--- src/rtl/nn_pkg.sv ---
// nn_pkg: shared types and helpers for the neuron_mac slice.
//   mac_state_t  - control FSM states of neuron_mac.
//   MIN_ACC_LEN  - smallest accumulator width that cannot overflow for a
//                  given word width and number of products (plus bias).
//   relu         - clamps a negative value to zero; works on a 64-bit signed
//                  container so callers sign-extend into it and truncate back.
package nn_pkg;

  typedef enum logic [1:0] {IDLE, RUN, DRAIN, DONE} mac_state_t;

  // Width of the container relu operates on; accumulators must be narrower.
  localparam int RELU_WIDTH = 64;

  function automatic int MIN_ACC_LEN(input int word, input int n);
    return 2 * word + $clog2(n) + 1;
  endfunction

  function automatic logic signed [RELU_WIDTH-1:0] relu(input logic signed [RELU_WIDTH-1:0] v);
    return (v < 0) ? '0 : v;
  endfunction

endpackage

--- src/rtl/neuron_mac_mac_unit.sv ---
// mac_unit: datapath of neuron_mac.
//   Registers the accepted activation (x_q) and a one-cycle-delayed enable
//   (mac_en_q) so the product lines up with the registered BRAM read data.
//   Ports:
//     clk_i, reset_ni  clock / asynchronous active-low reset
//     clear_i          zero the accumulator (start of a dot product)
//     accept_i         an activation is being accepted this cycle
//     x_data_i         signed activation
//     w_data_i         signed weight from the BRAM (valid the cycle after accept)
//     acc_next_o       accumulator value including this cycle's product
module mac_unit #(
  parameter int WORD_LEN = 8,
  parameter int ACC_LEN  = 24
) (
  input  logic                       clk_i,
  input  logic                       reset_ni,
  input  logic                       clear_i,
  input  logic                       accept_i,
  input  logic signed [WORD_LEN-1:0] x_data_i,
  input  logic signed [WORD_LEN-1:0] w_data_i,
  output logic signed [ACC_LEN-1:0]  acc_next_o
);

  logic signed [WORD_LEN-1:0]   x_q_reg;
  logic                         mac_en_q_reg;
  logic signed [ACC_LEN-1:0]    acc_reg;
  logic signed [2*WORD_LEN-1:0] prod;
  logic signed [ACC_LEN-1:0]    prod_ext;

  assign prod     = x_q_reg * w_data_i;
  assign prod_ext = {{(ACC_LEN - 2 * WORD_LEN){prod[2*WORD_LEN-1]}}, prod};

  // The weight bus is only meaningful the cycle after an accept, so the
  // product is gated rather than trusting the BRAM to return zero.
  assign acc_next_o = mac_en_q_reg ? (acc_reg + prod_ext) : acc_reg;

  always_ff @(posedge clk_i or negedge reset_ni) begin
    if (!reset_ni) begin
      x_q_reg      <= '0;
      mac_en_q_reg <= 1'b0;
      acc_reg      <= '0;
    end else begin
      if (accept_i) begin
        x_q_reg <= x_data_i;
      end
      mac_en_q_reg <= accept_i;
      acc_reg      <= clear_i ? '0 : acc_next_o;
    end
  end

endmodule

--- src/rtl/neuron_mac.sv ---
// neuron_mac: single-neuron dot-product engine fed by a weight BRAM.
//   For each accepted activation a BRAM read is issued at BASE_ADDR+count;
//   the product is accumulated when the registered read data arrives. After
//   N_INPUTS products the bias is added, ReLU optionally applied, and the
//   result is held on a valid/ready port.
//   Ports:
//     clk_i, reset_ni              clock / asynchronous active-low reset
//     start_i, bias_i              begin a dot product (IDLE only), its bias
//     x_valid_i, x_data_i, x_ready_o  activation stream
//     bram_ena_o, bram_wr_ena_o, bram_addr_o, bram_data_o, bram_data_i
//                                  BRAM read port (this block never writes)
//     y_valid_o, y_data_o, y_ready_i  result port
//     busy_o                       high whenever not IDLE
module neuron_mac
  import nn_pkg::*;
#(
  parameter int ADDR_LEN  = 8,
  parameter int WORD_LEN  = 8,
  parameter int N_INPUTS  = 16,
  parameter int ACC_LEN   = 24,
  parameter int BASE_ADDR = 0,
  parameter int RELU_EN   = 1
) (
  input  logic                       clk_i,
  input  logic                       reset_ni,
  input  logic                       start_i,
  input  logic signed [WORD_LEN-1:0] bias_i,
  input  logic                       x_valid_i,
  input  logic signed [WORD_LEN-1:0] x_data_i,
  output logic                       x_ready_o,
  output logic                       bram_ena_o,
  output logic                       bram_wr_ena_o,
  output logic [ADDR_LEN-1:0]        bram_addr_o,
  output logic [WORD_LEN-1:0]        bram_data_o,
  input  logic signed [WORD_LEN-1:0] bram_data_i,
  output logic                       y_valid_o,
  output logic signed [ACC_LEN-1:0]  y_data_o,
  input  logic                       y_ready_i,
  output logic                       busy_o
);

  if (ACC_LEN < MIN_ACC_LEN(WORD_LEN, N_INPUTS) || ACC_LEN >= RELU_WIDTH ||
      N_INPUTS < 1 || N_INPUTS > (1 << ADDR_LEN)) begin : g_bad_params
    $fatal(1, "neuron_mac: ACC_LEN or N_INPUTS out of range");
  end

  localparam logic [ADDR_LEN-1:0] LAST_COUNT = ADDR_LEN'(N_INPUTS - 1);
  localparam logic [ADDR_LEN-1:0] BASE       = ADDR_LEN'(BASE_ADDR);

  mac_state_t                 state_reg, state_next;
  logic [ADDR_LEN-1:0]        count_reg;
  logic signed [WORD_LEN-1:0] bias_q_reg;
  logic signed [ACC_LEN-1:0]  y_data_reg;
  logic                       y_valid_reg;
  logic                       clear;
  logic                       accept;
  logic signed [ACC_LEN-1:0]  acc_next;
  logic signed [ACC_LEN-1:0]  sum;
  logic signed [ACC_LEN-1:0]  result;

  always_comb begin
    state_next = state_reg;
    x_ready_o  = 1'b0;
    clear      = 1'b0;
    case (state_reg)
      IDLE: begin
        if (start_i) begin
          clear      = 1'b1;
          state_next = RUN;
        end
      end
      RUN: begin
        x_ready_o = 1'b1;
        if (x_valid_i && count_reg == LAST_COUNT) begin
          state_next = DRAIN;
        end
      end
      DRAIN: state_next = DONE;
      DONE: begin
        if (y_ready_i) begin
          state_next = IDLE;
        end
      end
      default: state_next = IDLE;
    endcase
  end

  assign accept        = x_ready_o && x_valid_i;
  assign bram_ena_o    = accept;
  assign bram_addr_o   = BASE + count_reg;  // wraps modulo 2**ADDR_LEN
  assign bram_wr_ena_o = 1'b0;
  assign bram_data_o   = '0;
  assign busy_o        = (state_reg != IDLE);
  assign y_valid_o     = y_valid_reg;
  assign y_data_o      = y_data_reg;

  // In DRAIN the last product is still in flight, so the result is formed
  // from acc_next to reach y_valid two cycles after the final accept.
  assign sum    = acc_next + {{(ACC_LEN - WORD_LEN){bias_q_reg[WORD_LEN-1]}}, bias_q_reg};
  assign result = (RELU_EN != 0)
                ? ACC_LEN'(relu({{(RELU_WIDTH - ACC_LEN){sum[ACC_LEN-1]}}, sum}))
                : sum;

  always_ff @(posedge clk_i or negedge reset_ni) begin
    if (!reset_ni) begin
      state_reg   <= IDLE;
      count_reg   <= '0;
      bias_q_reg  <= '0;
      y_data_reg  <= '0;
      y_valid_reg <= 1'b0;
    end else begin
      state_reg <= state_next;
      if (clear) begin
        count_reg  <= '0;
        bias_q_reg <= bias_i;
      end else if (accept) begin
        count_reg <= count_reg + 1'b1;
      end
      if (state_reg == DRAIN) begin
        y_data_reg  <= result;
        y_valid_reg <= 1'b1;
      end else if (state_reg == DONE && y_ready_i) begin
        y_valid_reg <= 1'b0;
      end
    end
  end

  mac_unit #(
    .WORD_LEN(WORD_LEN),
    .ACC_LEN (ACC_LEN)
  ) u_mac (
    .clk_i     (clk_i),
    .reset_ni  (reset_ni),
    .clear_i   (clear),
    .accept_i  (accept),
    .x_data_i  (x_data_i),
    .w_data_i  (bram_data_i),
    .acc_next_o(acc_next)
  );

endmodule

--- config.mk ---
export PLATFORM = sky130hd
export DESIGN_NAME = neuron_mac
export DESIGN_NICKNAME = d
export VERILOG_FILES = /design/src/rtl/nn_pkg.sv /design/src/rtl/neuron_mac_mac_unit.sv /design/src/rtl/neuron_mac.sv
export SDC_FILE = /design/constraint.sdc
export NUM_CORES = 1
export LEC_CHECK = 0
export ABC_AREA = 0
export ABC_CLOCK_PERIOD_IN_PS = 9000
export CORE_MARGIN = 4
export CORE_UTILIZATION = 60
export DETAILED_ROUTE_END_ITERATION = 7
export GPL_TIMING_DRIVEN = 0
export PLACE_DENSITY = 0.81
export SYNTH_ARGS = -nofsm -noshare
export SYNTH_HDL_FRONTEND = slang
export SYNTH_SLANG_ARGS = --single-unit
--- constraint.sdc ---
create_clock -name clk_i -period 9 [get_ports clk_i]
set_input_delay 1.35 -clock clk_i [delete_from_list [all_inputs] [get_ports clk_i]]
set_output_delay 1.35 -clock clk_i [all_outputs]
set_load 0.005 [all_outputs]
[Word-level counts from Yosys, hierarchy flattened]
Cells that the tools add are included.
Word-level totals
  input bits: 29
  register bits after elaboration: 76
  output and inout port bits: 45
  logic and storage cells: 42
Operators by class
  reduce and logical (&&, ||, !) cells: 8
  $add $sub $neg: 3
  order comparisons: 1
  $mul: 1
  multiplexer cells: 14
  equality and inequality tests: 7
Operator list (count)
  $mux 24: 3
  $add 24x16->24: 1
  $add 24x24->24: 1
  $lt 24x1->1 const B: 1
  $mul 8x8->16: 1
  $mux 8: 2
  $add 8x1->8 const B: 1
  $eq 8x4->1 const B: 1
  $pmux 2 s4: 1
  $mux 2: 3
  $ne 2x2->1 const B: 3
  $reduce_bool 2->1: 3
  $mux 1: 5
  $eq 2x2->1 const B: 2
  $logic_and 1x1->1: 3
  $reduce_and 3->1: 1
  $eq 2x1->1 const B: 1
  $logic_not 2->1: 1

[Depth between registers and ports, before layout]
Gate-level depths: netlist (run 1).
  depth in word-level cells: 6
  gate-level depth with buffers: 33
  mapped depth without buffers: 31

[By module]
A second synthesis (run 1) with hierarchy kept.
Unflattened totals
  cells, all modules: 901
  area total of the unflattened synthesis: 8708.4 um^2
By module, submodules not included
  mac_unit: seq. area each 825.8 um^2, instances 1, cells an instance 573, area each 5677.9 um^2
  neuron_mac: seq. area each 1051.0 um^2, instances 1, cells an instance 328, area each 3030.4 um^2

[Least setup slack after synthesis (run 1)]
Ideal clock, no wire load.
  kind: input to register
  start: in bram_data_i[0]
  end: reg y_data_reg[10], in the netlist y_data_o[10]
  arrival: 8.188 ns
  library setup time: 0.066 ns
  path buffers: 1
  stages on the path: 28
  data required time: 8.934 ns
  path slack: 0.746 ns
  cell sequence: and2_1 > inv_1 > fa_1 > inv_1 > fa_1 > fa_1 > fa_1 > fa_1 > ha_1 > o21ai_0 > a21oi_1 > o21ai_0 > a21boi_0 > o21a_1 > nor2_1 > or3b_2 > nand3_1 > ha_1 > a21oi_1 > nand2_1 > nor2_1 > a21oi_1 > a211oi_1 > mux2i_1 > or4_4 > nand2_2 > buf_6 > a22o_1
On the way
  word-level cells in the longest chain between the ends: 6
Ends and longest elaborated chain
  from (decl): RTL line neuron_mac.sv:35  | input logic signed [WORD_LEN-1:0] bram_data_i,
  $mul 8x8->16 *: RTL line neuron_mac_mac_unit.sv:30  | assign prod = x_q_reg * w_data_i;
  $add 24x16->24 *: RTL line neuron_mac_mac_unit.sv:35  | assign acc_next_o = mac_en_q_reg ? (acc_reg + prod_ext) : acc_reg;
  $mux 24 *: RTL line neuron_mac_mac_unit.sv:35
  $add 24x24->24 *: RTL line neuron_mac.sv:99  | assign sum = acc_next + {{(ACC_LEN - WORD_LEN){bias_q_reg[WORD_LEN-1]}}, bias_q_reg};
  $lt 24x1->1: RTL line nn_pkg.sv:19  | return (v < 0) ? '0 : v;
  $mux 24 *: RTL line nn_pkg.sv:19
  to (signal assigned): RTL line neuron_mac.sv:120  | y_data_reg <= result;
  to (decl): RTL line neuron_mac.sv:53  | logic signed [ACC_LEN-1:0] y_data_reg;
Mark *: on every way between the ends. The rest lies on a longest branch, timed or not.
A chain may end at the register's enable or synchronous reset.

[Worst setup path in the final report (run 1)]
  start: in bram_data_i[2]
  end: reg y_data_reg[16], in the netlist y_data_o[16]
The elaborated chain is that of the path after synthesis.

==> results of run 1 <==
## logic make-up (layout without fill, tap and decap cells)
logic type	count (synthesis)	after routing	synth area share, %
other	1	10	0.04456
DFF	75	75	22.30
xor gates and xnor gates	44	44	4.579
and+or+nand+nor	180	180	10.60
muxes	33	33	4.386
AOI/OAI and AO/OA	170	170	13.96
adders and majority gates	190	190	37.62
buffers and inverters	132	212	6.512
## metal layers
| metal | routed length [um] | track usage (%) | part of all wire [%] | vias to the layer above |
|---|---|---|---|---|
| li1 | - | - | - | 2916 |
| met1 | 8186 | 32.93 | 46 | 3001 |
| met2 | 8546 | 38.79 | 48 | 159 |
| met3 | 821 | 3.663 | 4.6 | 26 |
| met4 | 259 | 6.183 | 1.5 | 0 |
| met5 | 0 | 0 | 0 | - |
## timing repair
action	CTS	global route
buffers inserted	0	1
pin swaps	0	0
gates cloned	0	0
hold endpoints to repair	0	0
gates resized for setup	2	4
setup endpoints to repair	23	23
## final cells by class
cell class	count	area (um^2)	area share [%]
buffer	30	165.2	1.714
inverter	102	386.6	4.012
clock inverter	6	65.06	0.6751
multi-input combinational	627	6033	62.61
sequential	75	1877	19.48
clock buffer	10	229.0	2.376
tap	180	225.2	2.337
timing repair buffer	64	655.6	6.803
## worst register-to-register path, delay by kind of cell, from the launching register on
family                   cells  cell delay, ns
flip-flops                   1            0.33
AO/OA/AOI/OAI                9            1.73
buffers and inverters        5            0.65
adder cells (fa/ha/maj)      7            2.95
AND/OR/NAND/NOR              9            1.63
multiplexers                 1            0.15
## cell usage in the layout (no fill, tap or decap), types with 3 or more instances in the layout
| cell | synthesis | final |
|---|---|---|
| fa_1 | 105 | 105 |
| inv_1 | 101 | 101 |
| ha_1 | 85 | 85 |
| dfrtp_1 | 75 | 75 |
| clkdlybuf4s50_1 | 0 | 60 |
| nand2_1 | 59 | 59 |
| a21oi_1 | 42 | 42 |
| nor2_1 | 37 | 37 |
| and2_1 | 36 | 34 |
| xnor2_1 | 32 | 32 |
| mux2_2 | 31 | 31 |
| o21ai_0 | 26 | 26 |
| a22o_1 | 21 | 21 |
| a21boi_0 | 18 | 18 |
| clkbuf_1 | 16 | 17 |
| a21o_1 | 15 | 15 |
| xor2_1 | 12 | 12 |
| buf_4 | 10 | 12 |
| conb_1 | 1 | 10 |
| a211oi_1 | 10 | 9 |
| nand3_1 | 9 | 9 |
| clkbuf_16 | 0 | 9 |
| nor2b_1 | 8 | 8 |
| nand2b_1 | 7 | 7 |
| nand4_1 | 7 | 7 |
| o21a_1 | 6 | 6 |
| o21bai_1 | 5 | 5 |
| o211ai_1 | 5 | 5 |
| a31oi_1 | 4 | 4 |
| and3_1 | 3 | 3 |
| nor3_1 | 3 | 3 |
| or3_1 | 3 | 3 |
## final timing paths
path                                               from                     endpoint  slack [ns]  cells after the start
hold / removal                    y_valid_o$_DFFE_PN0P_        y_valid_o$_DFFE_PN0P_        0.48                      2
setup reg to reg           u_mac.x_q_reg[6]$_DFFE_PN0P_     y_data_o[16]$_DFFE_PN0P_        1.48                     31
hold reg to reg                   y_valid_o$_DFFE_PN0P_        y_valid_o$_DFFE_PN0P_        0.48                      2
max in group asynchronous                      reset_ni  u_mac.acc_reg[21]$_DFF_PN0_        7.69                      2
min in group asynchronous                      reset_ni        y_valid_o$_DFFE_PN0P_        0.79                      1
setup / recovery                         bram_data_i[2]     y_data_o[16]$_DFFE_PN0P_        0.49                     28
## stage by stage
step	instance area [um^2]	util [%]	setup TNS [ns]	worst slack [ns]
2_1_floorplan	8449	-	0	0.7462
3_3_place_gp	9295	67.22	-16.59	-0.7429
3_5_place_dp	9320	67.41	-17.88	-0.8064
4_1_cts	9617	69.55	0	0.1107
5_1_grt	9637	69.70	-0.4126	-0.04063
6_report	9637	69.70	0	0.4880
==> results.sh, run 1 <==
export IMPL_wirelength_um=17810
export IMPL_postSynthCellCount=825
export IMPL_diodes=0
export IMPL_fillers=1069
export IMPL_cp_slowest_cell="fa_1"
export IMPL_nets=1128
export IMPL_endpoint_kind="register"
export IMPL_path_class="in2reg"
export IMPL_cts_hold_buf=0
export IMPL_synth_ff_type="dfrtp_1"
export IMPL_drtPass1Iterations=5
export IMPL_dpl_hpwl_um=14200
export IMPL_ys_ff_latch=75
export IMPL_slew_viol_final=0
export IMPL_final_cells=1094
export IMPL_hold_ws_ns=0.4817
export IMPL_numClockSinks=75
export IMPL_grt_use_total_pct=23.56
export IMPL_path_max_fanout=10
export IMPL_tritoncts="yes"
export IMPL_syn_area_um2=8416
export IMPL_critPathMaxStageDelay_ns=0.71
export IMPL_synth_top_cell_area_share_pct=24.98
export IMPL_gp_congestion=0.8766
export IMPL_fmax_mhz=117.5
export IMPL_ant_nets=0
export IMPL_arrival_ns=8.79
export IMPL_numCtsBuffers=9
export IMPL_io_pins=74
export IMPL_drc=0
export IMPL_antenna_found_initial=0
export IMPL_hp_class="reg2reg"
export IMPL_synth_cell_types=56
export IMPL_syn2layout_area_growth_pct=14.51
export IMPL_insertion_delay_ns=0.35
export IMPL_fp_dieW_um=126.4
export IMPL_vias_per_cell=5.578
export IMPL_yosysTopAreaCell="fa_1"
export IMPL_fin_crit_sh_pct=94.58
export IMPL_run_status="completed"
export IMPL_max_cap_viol_count=0
export IMPL_cp_required_ns=9.28
export IMPL_min_period_ns=8.512
export IMPL_relSlewSlack_pct=52.12
export IMPL_clk_pin_slew_ns=0.06
export IMPL_via_count=6102
export IMPL_cpLargestDelayFamily="adder cells"
export IMPL_grt_pass1_wl_um=30900
export IMPL_initial_core_util_pct=60.86
export IMPL_yosys_top_cells_area="fa_1 25%, dfrtp_1 22%, ha_1 13%, inv_1 4.5%, mux2_2 4.1%"
export IMPL_worst_path_buf_inv=3
export IMPL_finalSetupViolCount=0
export IMPL_cts_max_level=3
export IMPL_drtIter0Drc=245
export IMPL_synth_avg_cell_area_um2=10.20
export IMPL_core_region_area_um2=13830
export IMPL_yosysSeqAreaShare_pct=22.30
export IMPL_yosysWarningCount=0
export IMPL_async_reset_ff_share_pct=100.0
export IMPL_grt_max_degree=75
export IMPL_grt_overflow_total=0
export IMPL_first_global_vias=6568
export IMPL_die_area_um2=15980
export IMPL_hold_viol=0
export IMPL_cts_root_buf="clkbuf_16"
export IMPL_synthMostInstantiatedCell="fa_1"
export IMPL_synth_edff_count=0
export IMPL_rows=43
export IMPL_largest_reg_flops=24
export IMPL_io_buffers=62
export IMPL_clockBufferDepth=2
export IMPL_die_y_um=126.4
export IMPL_start_kind="input port"
export IMPL_synthTopCellsByCount="105 x fa_1, 101 x inv_1, 85 x ha_1"
export IMPL_dp_cells=1077
export IMPL_drive_above_1_share_pct=8.096
export IMPL_routedWlPerCell_um=16.28
export IMPL_skew_ns=0.01349
export IMPL_worst_pin_slew_ns=0.7182
Power of run 1 is left out: the tool's default activity adds up to more than one toggle a clock period on the data nets, which glitch-free logic cannot reach.
==> run 2: changes to the inputs <==
--- a/constraint.sdc
+++ b/constraint.sdc
@@ -3,2 +3,2 @@
 set_output_delay 1.35 -clock clk_i [all_outputs]
-set_load 0.005 [all_outputs]
+set_load 0.02 [all_outputs]
==> results of run 2 <==
Final layout, timing and power as in run 1 (identical DEF).
Power of run 2 is left out for the same reason.
